`config.mk`:
```
export PLATFORM = sky130hd
export DESIGN_NAME = area_class_scheduler
export DESIGN_NICKNAME = d
export VERILOG_FILES = /design/src/rtl/fruit_area_pkg.sv /design/src/rtl/area_class_scheduler_if.sv /design/src/rtl/area_max_tracker.sv /design/src/rtl/area_class_scheduler.sv
export SDC_FILE = /design/constraint.sdc
export NUM_CORES = 1
export LEC_CHECK = 0
export ABC_CLOCK_PERIOD_IN_PS = 7400
export BUFFER_PORTS_ARGS = -buffer_cell sky130_fd_sc_hd__buf_2
export CORE_MARGIN = 3
export CORE_UTILIZATION = 52
export CTS_BUF_LIST = sky130_fd_sc_hd__clkbuf_4 sky130_fd_sc_hd__clkbuf_8
export DETAILED_ROUTE_END_ITERATION = 10
export GPL_TIMING_DRIVEN = 0
export PLACE_DENSITY = 0.82
export SKIP_LAST_GASP = 1
export SLEW_MARGIN = 15
export SYNTH_ARGS = -nofsm -noshare
export SYNTH_HDL_FRONTEND = slang
export SYNTH_SLANG_ARGS = --single-unit
```
`constraint.sdc`:
```
create_clock -name pixelclk -period 7.4 [get_ports pixelclk]
set_input_delay 0.37 -clock pixelclk [delete_from_list [all_inputs] [get_ports pixelclk]]
set_output_delay 0.37 -clock pixelclk [all_outputs]
set_load 0.005 [all_outputs]
```
`src/rtl/fruit_area_pkg.sv`:
```
// Shared constants and state encoding for the area class scheduler.
package fruit_area_pkg;
  localparam int NUM_REGIONS = 12;
  localparam int AREA_W      = 24;
  localparam int CLASS_W     = 4;
  localparam logic [CLASS_W-1:0] CLASS_NONE = 4'hF;
  localparam logic [CLASS_W-1:0] LAST_IDX   = CLASS_W'(NUM_REGIONS - 1);

  typedef enum logic [1:0] {
    ST_IDLE = 2'd0,
    ST_SCAN = 2'd1,
    ST_DONE = 2'd2
  } state_t;
endpackage

```
`src/rtl/area_class_scheduler_if.sv`:
```
// Step bus between the scan sequencer and the running-maximum tracker.
// Handshake: no valid/ready; the sequencer raises step for one cycle per sample,
// clr for one cycle to restart, and nxt_* always shows the post-edge max/index.
interface area_class_scheduler_if;
  import fruit_area_pkg::*;
  logic               clr;
  logic               step;
  logic [CLASS_W-1:0] pos;
  logic [AREA_W-1:0]  sample;
  logic [AREA_W-1:0]  nxt_max;
  logic [CLASS_W-1:0] nxt_idx;

  modport master (output clr, step, pos, sample, input nxt_max, nxt_idx);
  modport slave  (input clr, step, pos, sample, output nxt_max, nxt_idx);
endinterface

```
`src/rtl/area_max_tracker.sv`:
```
// Compare-and-hold of the largest sample seen since the last clear, with its index.
module area_max_tracker
  import fruit_area_pkg::*;
(
  input  logic                   clk,
  input  logic                   rst,
  area_class_scheduler_if.slave  bus
);
  logic [AREA_W-1:0]  r_max;
  logic [CLASS_W-1:0] r_idx;
  logic [AREA_W-1:0]  w_nxt_max;
  logic [CLASS_W-1:0] w_nxt_idx;

  // Strictly-greater replace keeps the lowest index on ties.
  always_comb begin
    w_nxt_max = r_max;
    w_nxt_idx = r_idx;
    if (bus.clr) begin
      w_nxt_max = '0;
      w_nxt_idx = '0;
    end else if (bus.step && (bus.sample > r_max)) begin
      w_nxt_max = bus.sample;
      w_nxt_idx = bus.pos;
    end
  end

  assign bus.nxt_max = w_nxt_max;
  assign bus.nxt_idx = w_nxt_idx;

  always_ff @(posedge clk) begin
    if (rst) begin
      r_max <= '0;
      r_idx <= '0;
    end else begin
      r_max <= w_nxt_max;
      r_idx <= w_nxt_idx;
    end
  end
endmodule

```
`src/rtl/area_class_scheduler.sv`:
```
// Frame-skipping scheduler: snapshots twelve region counts at a vsync edge,
// scans them one per cycle and reports the winning region 13 cycles later.
module area_class_scheduler
  import fruit_area_pkg::*;
#(
  parameter logic [AREA_W-1:0] MIN_AREA   = 24'd2000,
  parameter int                FRAME_SKIP = 1
) (
  input  logic               pixelclk,
  input  logic               rstin,
  input  logic               i_run,
  input  logic               i_vsync,
  input  logic [AREA_W-1:0]  s0, s1, s2, s3, s4, s5,
  input  logic [AREA_W-1:0]  s6, s7, s8, s9, s10, s11,
  output logic               en,
  output logic [CLASS_W-1:0] o_class,
  output logic [AREA_W-1:0]  o_area,
  output logic               o_valid,
  output logic               o_none,
  output logic               o_busy,
  output state_t             o_dbg_state
);
  localparam int FCW = (FRAME_SKIP < 1) ? 1 : $clog2(FRAME_SKIP + 1);
  localparam logic [FCW-1:0] FC_LAST = FCW'(FRAME_SKIP);

  state_t             r_state;
  logic               r_vs_prev;
  logic [FCW-1:0]     r_fcnt;
  logic               r_en;
  logic [CLASS_W-1:0] r_scan_idx;
  logic [AREA_W-1:0]  r_snap [NUM_REGIONS];
  logic               r_valid;
  logic [CLASS_W-1:0] r_class;
  logic [AREA_W-1:0]  r_area;
  logic               r_none;

  logic [AREA_W-1:0]  w_s [NUM_REGIONS];
  logic               w_edge;
  logic               w_capture;
  logic [FCW-1:0]     w_fcnt_nxt;

  assign w_s = '{s0, s1, s2, s3, s4, s5, s6, s7, s8, s9, s10, s11};
  assign w_edge     = i_vsync && !r_vs_prev;
  assign w_fcnt_nxt = (r_fcnt == FC_LAST) ? '0 : r_fcnt + 1'b1;
  // en is the value from before this edge's update, so the wrap edge itself is never captured.
  assign w_capture  = w_edge && r_en && (r_state == ST_IDLE);

  area_class_scheduler_if u_bus ();
  assign u_bus.clr    = w_capture;
  assign u_bus.step   = (r_state == ST_SCAN);
  assign u_bus.pos    = r_scan_idx;
  assign u_bus.sample = r_snap[r_scan_idx];

  area_max_tracker u_trk (
    .clk (pixelclk),
    .rst (rstin),
    .bus (u_bus.slave)
  );

  always_ff @(posedge pixelclk) begin
    if (rstin) begin
      r_state    <= ST_IDLE;
      r_vs_prev  <= 1'b0;
      r_fcnt     <= FC_LAST;
      r_en       <= 1'b0;
      r_scan_idx <= '0;
      r_valid    <= 1'b0;
      r_class    <= CLASS_NONE;
      r_area     <= '0;
      r_none     <= 1'b0;
      for (int i = 0; i < NUM_REGIONS; i++) r_snap[i] <= '0;
    end else begin
      r_vs_prev <= i_vsync;
      r_valid   <= 1'b0;
      if (w_edge) begin
        r_fcnt <= w_fcnt_nxt;
        r_en   <= (w_fcnt_nxt == '0) && i_run;
      end
      case (r_state)
        ST_IDLE: begin
          if (w_capture) begin
            for (int i = 0; i < NUM_REGIONS; i++) r_snap[i] <= w_s[i];
            r_scan_idx <= '0;
            r_state    <= ST_SCAN;
          end
        end
        ST_SCAN: begin
          // Last sample is folded in through the tracker's next-state view.
          if (r_scan_idx == LAST_IDX) begin
            r_state <= ST_DONE;
            r_valid <= 1'b1;
            r_area  <= u_bus.nxt_max;
            if (u_bus.nxt_max >= MIN_AREA) begin
              r_class <= u_bus.nxt_idx;
              r_none  <= 1'b0;
            end else begin
              r_class <= CLASS_NONE;
              r_none  <= 1'b1;
            end
          end else begin
            r_scan_idx <= r_scan_idx + 4'd1;
          end
        end
        ST_DONE: r_state <= ST_IDLE;
        default: r_state <= ST_IDLE;
      endcase
    end
  end

  assign en          = r_en;
  assign o_valid     = r_valid;
  assign o_class     = r_class;
  assign o_area      = r_area;
  assign o_none      = r_none;
  assign o_busy      = (r_state != ST_IDLE);
  assign o_dbg_state = r_state;
endmodule

```
==> impl_results.md, run 1 <==
* Die ar. at approximately 33,000 µm²
* DRT Pass-1 Iters at 5
* Worst setup SP type: flip-flop
* Peak Freq at 190 MHz
* Antenna Violating Nets Remaining at 0
* Mux cell area share after synthesis at 0.124
* WP data arrival at ~5700 ps
* Clock H-tree levels at 2
* DR DRC count at 0
* Met1 Use GR at 0.388
* Finish-stage setup viols at 0
* Fin Hold WS at 43.0 ps
* Grt met3 use at 0.0539
* Site Rows at 64
* TritonCTS clock tree: built
* Setup Buffers After CTS at 0
* Most common cell after layout, fill and taps aside: buf_2
* Compound-Gate Fraction of Synth Area at 0.0407
* Post-Synth Adder-Cell Area at 0.0192
* Clock transition at path regs at 60 ps
* Drt total wl at 51,400 µm
* Clock Skew at roughly 54 ps
* IO Pins at 326
* Clock Tree Buf Depth at 3
* Global Route met2 Usage at 0.502
* Main combinational cell family by area after synthesis: simple AND/OR/NAND/NOR gates
* Total GRT Usage at 0.299
* Port-buffer cells at 324
* Fillcell total at 2,314
* Max VDD drop at 143 µV
* Most common flop cell mapped by yosys: edfxtp_1
* GRT busiest layer: met2
* Core box area at 30,700 µm²
* Post-Syn Instances at around 1,200
* Initial core utilization at 0.530
* Final min period at 5270 ps
* Setup Slack @ Placement at between 2000 and 2500 ps
* Wire length of the first global-routing pass at 74,000 µm
* Avg Vias per Cell at 6.12
* Post-synth EDFFs at 288
* Hold path start: i_run
* PwrDens at approximately 220 nW/µm²
* Final net count at ~1,900
* Placed wire-length estimate at 38,700 µm
* CTS sink cnt at between 300 and 400
* Leading cell types in the layout, fill and taps excluded: buf_2, edfxtp_1, and3_1
* Final Instance Area at 19,700 µm²
* Clock latency on the worst-skew pair at 620 ps
* Final Max Slew Viols at 0
* Worst Hold Class: in2reg
* Pleak at 8.53 nW
* Syn Std Cell Area at roughly 16,000 µm²
* Crit path max fanout at 10
* Sequential fraction of the synthesis area at 0.618
* Max-Cap Viols at 0
* Simple-gate share of the synthesized area at 0.164
* Power Total at 0.00439 W
* Worst slew margin at 0.353
* Async S/R FF share, synth at 0
* Initial antenna violation count at 1
* Final Hold Fails at 0
* Synthesized Nets at 1,526
* TritonCTS Buffers at 58
* CP Class: reg2reg
* Crit path capture type: flip-flop
* Final Cycle Share at 0.712
* Area growth syn-to-layout at 20.7%
* Via count at 12,440
* Area after DPL at between 15,000 and 20,000 µm²
* GRT overflow at 0
* XOR/XNOR share of the synthesized area at 0.00107
* Run status: finished clean
* Root Driver: clkbuf_8
* Slew at the pin with the worst max-slew slack at 965 ps
* Vias in the first global route at 12,279
* Iteration-0 DRC Markers at between 1,000 and 1,500
* Die Wd at 183 µm
* Yosys warns at 0
* RSZ-0062 raised after global routing: false
* Core Util, Final at 0.640
* Yosys reg bits at around 360
* Share of cells above drive strength 1 at 0.326
* Setup ws final at 2130 ps
* Final RePlAce weighted congestion at 0.906
* Mean Syn Cell Area at 13.5 µm²
* Post-synthesis cell type count at 54
* CP required at 7840 ps
* Largest net degree at the start of global routing at 112
* Post-DR wirelength/cell at around 25 µm
* DIE HEIGHT at 183 µm
report_power, final:
group / leakage [nW] / internal [W] / total, W / switching [W]
combinational: 4.35 / 0.000141 / 0.000348 / 0.000206
clock: 0.622 / 0.000959 / 0.00174 / 0.000786
sequential: 3.56 / 0.00227 / 0.00229 / 0.0000255
routing by layer:
| layer | up-vias | part of all wire |
|---|---|---|
| li1 | 5380 | - |
| met5 | - | 0 |
| met4 | 0 | 0.046 |
| met3 | 148 | 0.10 |
| met2 | 943 | 0.49 |
| met1 | 5969 | 0.36 |
registers in the layout, summed over array words and instances, names as in the netlist, 2 cells and up, named ones only:
register and count:
o_area 24, o_dbg_state 2, u_trk.r_max 24, r_snap 288
r_scan_idx 4, u_trk.r_idx 4, o_class 4
synthesized netlist by cell type, types with 4 or more instances:
master	number	area, µm²
a31oi_1	10	62.6
mux4_2	62	1400
nand4_1	7	43.8
mux2i_1	35	350
nor4_1	5	31.3
o21ai_1	7	35.0
nand2_1	64	240
o31ai_1	4	30.0
nand3_1	21	105
a21oi_1	41	205
edfxtp_1	288	8650
inv_1	26	97.6
mux2_2	24	270
ha_1	25	313
clkbuf_1	77	289
or3_1	9	56.3
o21ai_0	9	45.0
nor2b_1	52	325
o22ai_1	4	25.0
nor3_1	14	70.1
nand2b_1	7	43.8
dfxtp_1	71	1420
nor2_1	29	109
a22o_1	4	35.0
and3_1	257	1610
buf_2	16	80.1
critical path, cell delays in order (launching register included):
cell and delay, ps:
dfxtp_1 570, buf_2 470, buf_2 380, buf_2 380, mux4_2 370, mux2i_1 250, o21ai_1 160, ha_1 350
nand4_1 120, nor4_1 440, o31a_1 260, o31a_1 130, buf_2 240, buf_2 350, mux2_2 420, nand3_1 110
a21oi_1 80
area by class of cell:
class,instances,area (µm²),area share
antenna,1,2.50,0.000127
buffer,102,437,0.0222
clock buffer,88,1080,0.0549
clock inverter,13,95.1,0.00483
inverter,28,105,0.00534
multi-input combinational,720,5700,0.290
sequential,359,10100,0.512
tap,396,495,0.0252
timing repair buffer,327,1690,0.0857
through the flow:
step                TNS, ps  cells
floorplan                 0   1209
global placement       -158   1929
detailed placement        0   1931
CTS                       0   2033
global route              0   2034
finish                    0   2034
final timing paths:
path | depth (start not counted) | end | slack (ps)
setup / recovery | 16 | o_area[9]$_SDFFE_PP0P_ | 2130
hold / removal | 3 | en$_SDFFE_PP0P_ | 40
setup reg to reg | 16 | o_area[9]$_SDFFE_PP0P_ | 2130
hold reg to reg | 2 | o_area[15]$_SDFFE_PP0P_ | 460
cell families (layout without fill, tap and decap cells):
logic type | count (synthesis) | in the layout
and+or+nand+nor | 470 | 470
DFF | 359 | 359
buffers and inverters | 130 | 558
muxes | 121 | 121
AOI/OAI and AO/OA | 102 | 102
adders and majority gates | 25 | 25
xor gates and xnor gates | 2 | 2
other | 0 | 1
what timing repair did:
action	CTS	global route
gates resized for setup	0	0
endpoints found under the hold margin	1	0
hold buffers	1	0
Power figures use the tool's default switching activity.
==> run 2, diff against run 1 <==
--- a/config.mk
+++ b/config.mk
@@ -5,7 +5,7 @@
 export SDC_FILE = /design/constraint.sdc
 export NUM_CORES = 1
 export LEC_CHECK = 0
-export ABC_CLOCK_PERIOD_IN_PS = 7400
+export ABC_CLOCK_PERIOD_IN_PS = 4600
 export BUFFER_PORTS_ARGS = -buffer_cell sky130_fd_sc_hd__buf_2
 export CORE_MARGIN = 3
 export CORE_UTILIZATION = 52
==> constraint.sdc (replaced) <==
create_clock -name pixelclk -period 4.6 [get_ports pixelclk]
set_input_delay 0.23 -clock pixelclk [delete_from_list [all_inputs] [get_ports pixelclk]]
set_output_delay 0.23 -clock pixelclk [all_outputs]
set_load 0.005 [all_outputs]
==> impl_results.md, run 2 (synthesized netlist as in run 1, its figures left out) <==
* Non-Filler Instances at 2,300 (was 2,034)
* TritonCTS Buffers at 56 (was 58)
* R2R Setup Slk at 160 ps (was 2130 ps)
* Finish-stage setup viols at 0 (unchanged)
* Iteration-0 DRC Markers at 1,804 (was 1,442)
* Setup ws final at 157 ps (was 2130 ps)
* GRT overflow at 0 (unchanged)
* Worst setup SP type: flip-flop (unchanged)
* DRT Pass-1 Iters at 5 (unchanged)
* Clock transition at path regs at 70 ps (was 60 ps)
* Peak Freq at 225 MHz (was 190 MHz)
* DIE HEIGHT at 183 µm (unchanged)
* Share of cells above drive strength 1 at 0.284 (was 0.326)
* Clock latency on the worst-skew pair at 620 ps (about the same)
* Root Driver: clkbuf_8 (unchanged)
* RSZ-0062 raised after global routing: false (unchanged)
* Worst Hold Class: in2reg (unchanged)
* Max FFs per register at 288 (unchanged)
* Placed wire-length estimate at 38,800 µm (was 38,700 µm)
* Port-buffer cells at 324 (unchanged)
* Total GRT Usage at 0.364 (was 0.299)
* Via count at 14,320 (was 12,440)
* Top reg by flops: r_snap (unchanged)
* WP data arrival at 4940 ps (was 5710 ps)
* IO Pins at 326 (unchanged)
* Cell Count Post-Placement at 1,931 (unchanged)
* Top delay family on crit path: buffers and inverters (unchanged)
* CTS sink cnt at 359 (unchanged)
* Clock Tree Buf Depth at 3 (unchanged)
* Fillcell total at 1,873 (was 2,314)
* Worst stage delay on the critical path at 460 ps (was 570 ps)
* Die Wd at 183 µm (unchanged)
* Post-DR wirelength/cell at 26.8 µm (was 25.3 µm)
* Core box area at 30,700 µm² (unchanged)
* Crit path max fanout at 10 (unchanged)
* Run status: finished clean (unchanged)
* TritonCTS clock tree: built (unchanged)
* Slew at the pin with the worst max-slew slack at 870 ps (was 965 ps)
* Crit path capture type: flip-flop (unchanged)
* Avg Vias per Cell at 6.23 (was 6.12)
* Leading cell types in the layout, fill and taps excluded: buf_2, edfxtp_1, dlygate4sd3_1 (was buf_2, edfxtp_1, and3_1)
* Area growth syn-to-layout at 37.6% (was 20.7%)
* DR DRC count at 0 (unchanged)
* Die ar. at 33,500 µm² (unchanged)
* Drt total wl at 61,700 µm (was 51,400 µm)
* CP Cell Sequence: buf_4, buf_6, mux4_2, mux2i_2, o21ai_1, ha_1, nand4_1, nor4_2, o31a_1, o31a_1, buf_2, buf_4, mux2i_1, or3_1, a21oi_1 (was buf_2, buf_2, buf_2, mux4_2, mux2i_1, o21ai_1, ha_1, nand4_1, nor4_1, o31a_1, o31a_1, buf_2, buf_2, mux2_2, nand3_1, a21oi_1)
* Initial antenna violation count at 5 (was 1)
* Slowest CP cell: dfxtp_2 (was dfxtp_1)
* Setup Slack @ Placement at -483 ps (was 2250 ps)
* Most common cell after layout, fill and taps aside: buf_2 (unchanged)
* Antenna Violating Nets Remaining at 0 (unchanged)
* Initial core utilization at 0.530 (unchanged)
* Final Hold Fails at 0 (unchanged)
* Worst slew margin at 0.420 (was 0.353)
* Site Rows at 64 (unchanged)
* Largest net degree at the start of global routing at 115 (was 112)
* WP buf/inv at 4 (was 5)
* CP required at 5100 ps (was 7840 ps)
* PwrDens at 326 nW/µm² (was 223 nW/µm²)
* Final RePlAce weighted congestion at 0.906 (unchanged)
* Final Max Slew Viols at 0 (unchanged)
* Clock Skew at 49.4 ps (was 54.0 ps)
* Pleak at 9.64 nW (was 8.53 nW)
* CP Class: reg2reg (unchanged)
* Clock H-tree levels at 2 (unchanged)
* Max VDD drop at 255 µV (was 143 µV)
* Final min period at 4440 ps (was 5270 ps)
* Max-Cap Viols at 0 (unchanged)
* Final Cycle Share at 0.966 (was 0.712)
* Final net count at 2,172 (was 1,913)
* Vias in the first global route at 14,602 (was 12,279)
* Wire length of the first global-routing pass at 89,900 µm (was 74,000 µm)
run 2: changes by cell type in the layout (fill, tap and decap cells not counted), sizes merged:
cell / previous run / this run
diode: 1 / 4
dlygate4sd3: 1 / 263
clkinvlp: 1 / 0
buf: 351 / 347
clkinv: 12 / 14
inv: 27 / 29
clkbuf: 165 / 167
run 2: area by class of cell:
class | count | area [µm²] | area share
Clock buffer | 87 | 1070 | 0.0475
Sequential cell | 359 | 10100 | 0.449
Tap cell | 396 | 495 | 0.0221
Antenna cell | 4 | 10.0 | 0.000446
Multi-Input combinational cell | 720 | 5740 | 0.256
Clock inverter | 16 | 111 | 0.00497
Inverter | 28 | 105 | 0.00469
Timing Repair Buffer | 589 | 4310 | 0.192
Buffer | 101 | 517 | 0.0230
run 2: what timing repair did:
item | 4_1_cts | 5_1_grt
gates resized for setup | 14 | 19
setup endpoints to repair | 50 | 43
buffers inserted | 0 | 0
hold buffers | 262 | 1
endpoints found under the hold margin | 262 | 1
run 2: metrics by stage:
| stage | utilization | area, µm² | hold WS [ps] | power (W) | TNS, ps |
|---|---|---|---|---|---|
| global placement | 0.599 | 18400 | 441 | 0.00429 | -102330 |
| finish | 0.729 | 22400 | 6.29 | 0.00732 | 0 |
| global route | 0.729 | 22400 | 4.27 | 0.00747 | 0 |
| detailed placement | 0.601 | 18500 | 446 | 0.00430 | -17520 |
| CTS | 0.726 | 22300 | 1.33 | 0.00721 | 0 |
| floorplan | - | 16300 | 358 | 0.00402 | 0 |
run 2: worst paths after layout:
check | startpoint | to | cells past startpoint
setup / recovery | flip-flop | o_area[18]$_SDFFE_PP0P_ | 15
hold / removal | s11[14] | r_snap[11][14]$_SDFFCE_PP0P_ | 2
setup reg to reg | flip-flop | o_area[18]$_SDFFE_PP0P_ | 15
hold reg to reg | o_area[9]$_SDFFE_PP0P_ | o_area[9]$_SDFFE_PP0P_ | 2
run 2: power by group:
group / internal, W / switching, W / total, W
Combinational: 0.000378 / 0.000397 / 0.000775
Sequential: 0.00365 / 0.0000505 / 0.00370
Clock: 0.00153 / 0.00131 / 0.00284
Total: 0.00556 / 0.00176 / 0.00732
run 2: metal layers:
metal | vias up | share of wire | global-route usage
li1 | 5918 | - | -
met1 | 6764 | 0.33 | 0.435
met2 | 1319 | 0.49 | 0.611
met3 | 315 | 0.12 | 0.0849
met4 | 4 | 0.069 | 0.205
met5 | - | 0.00037 | 0
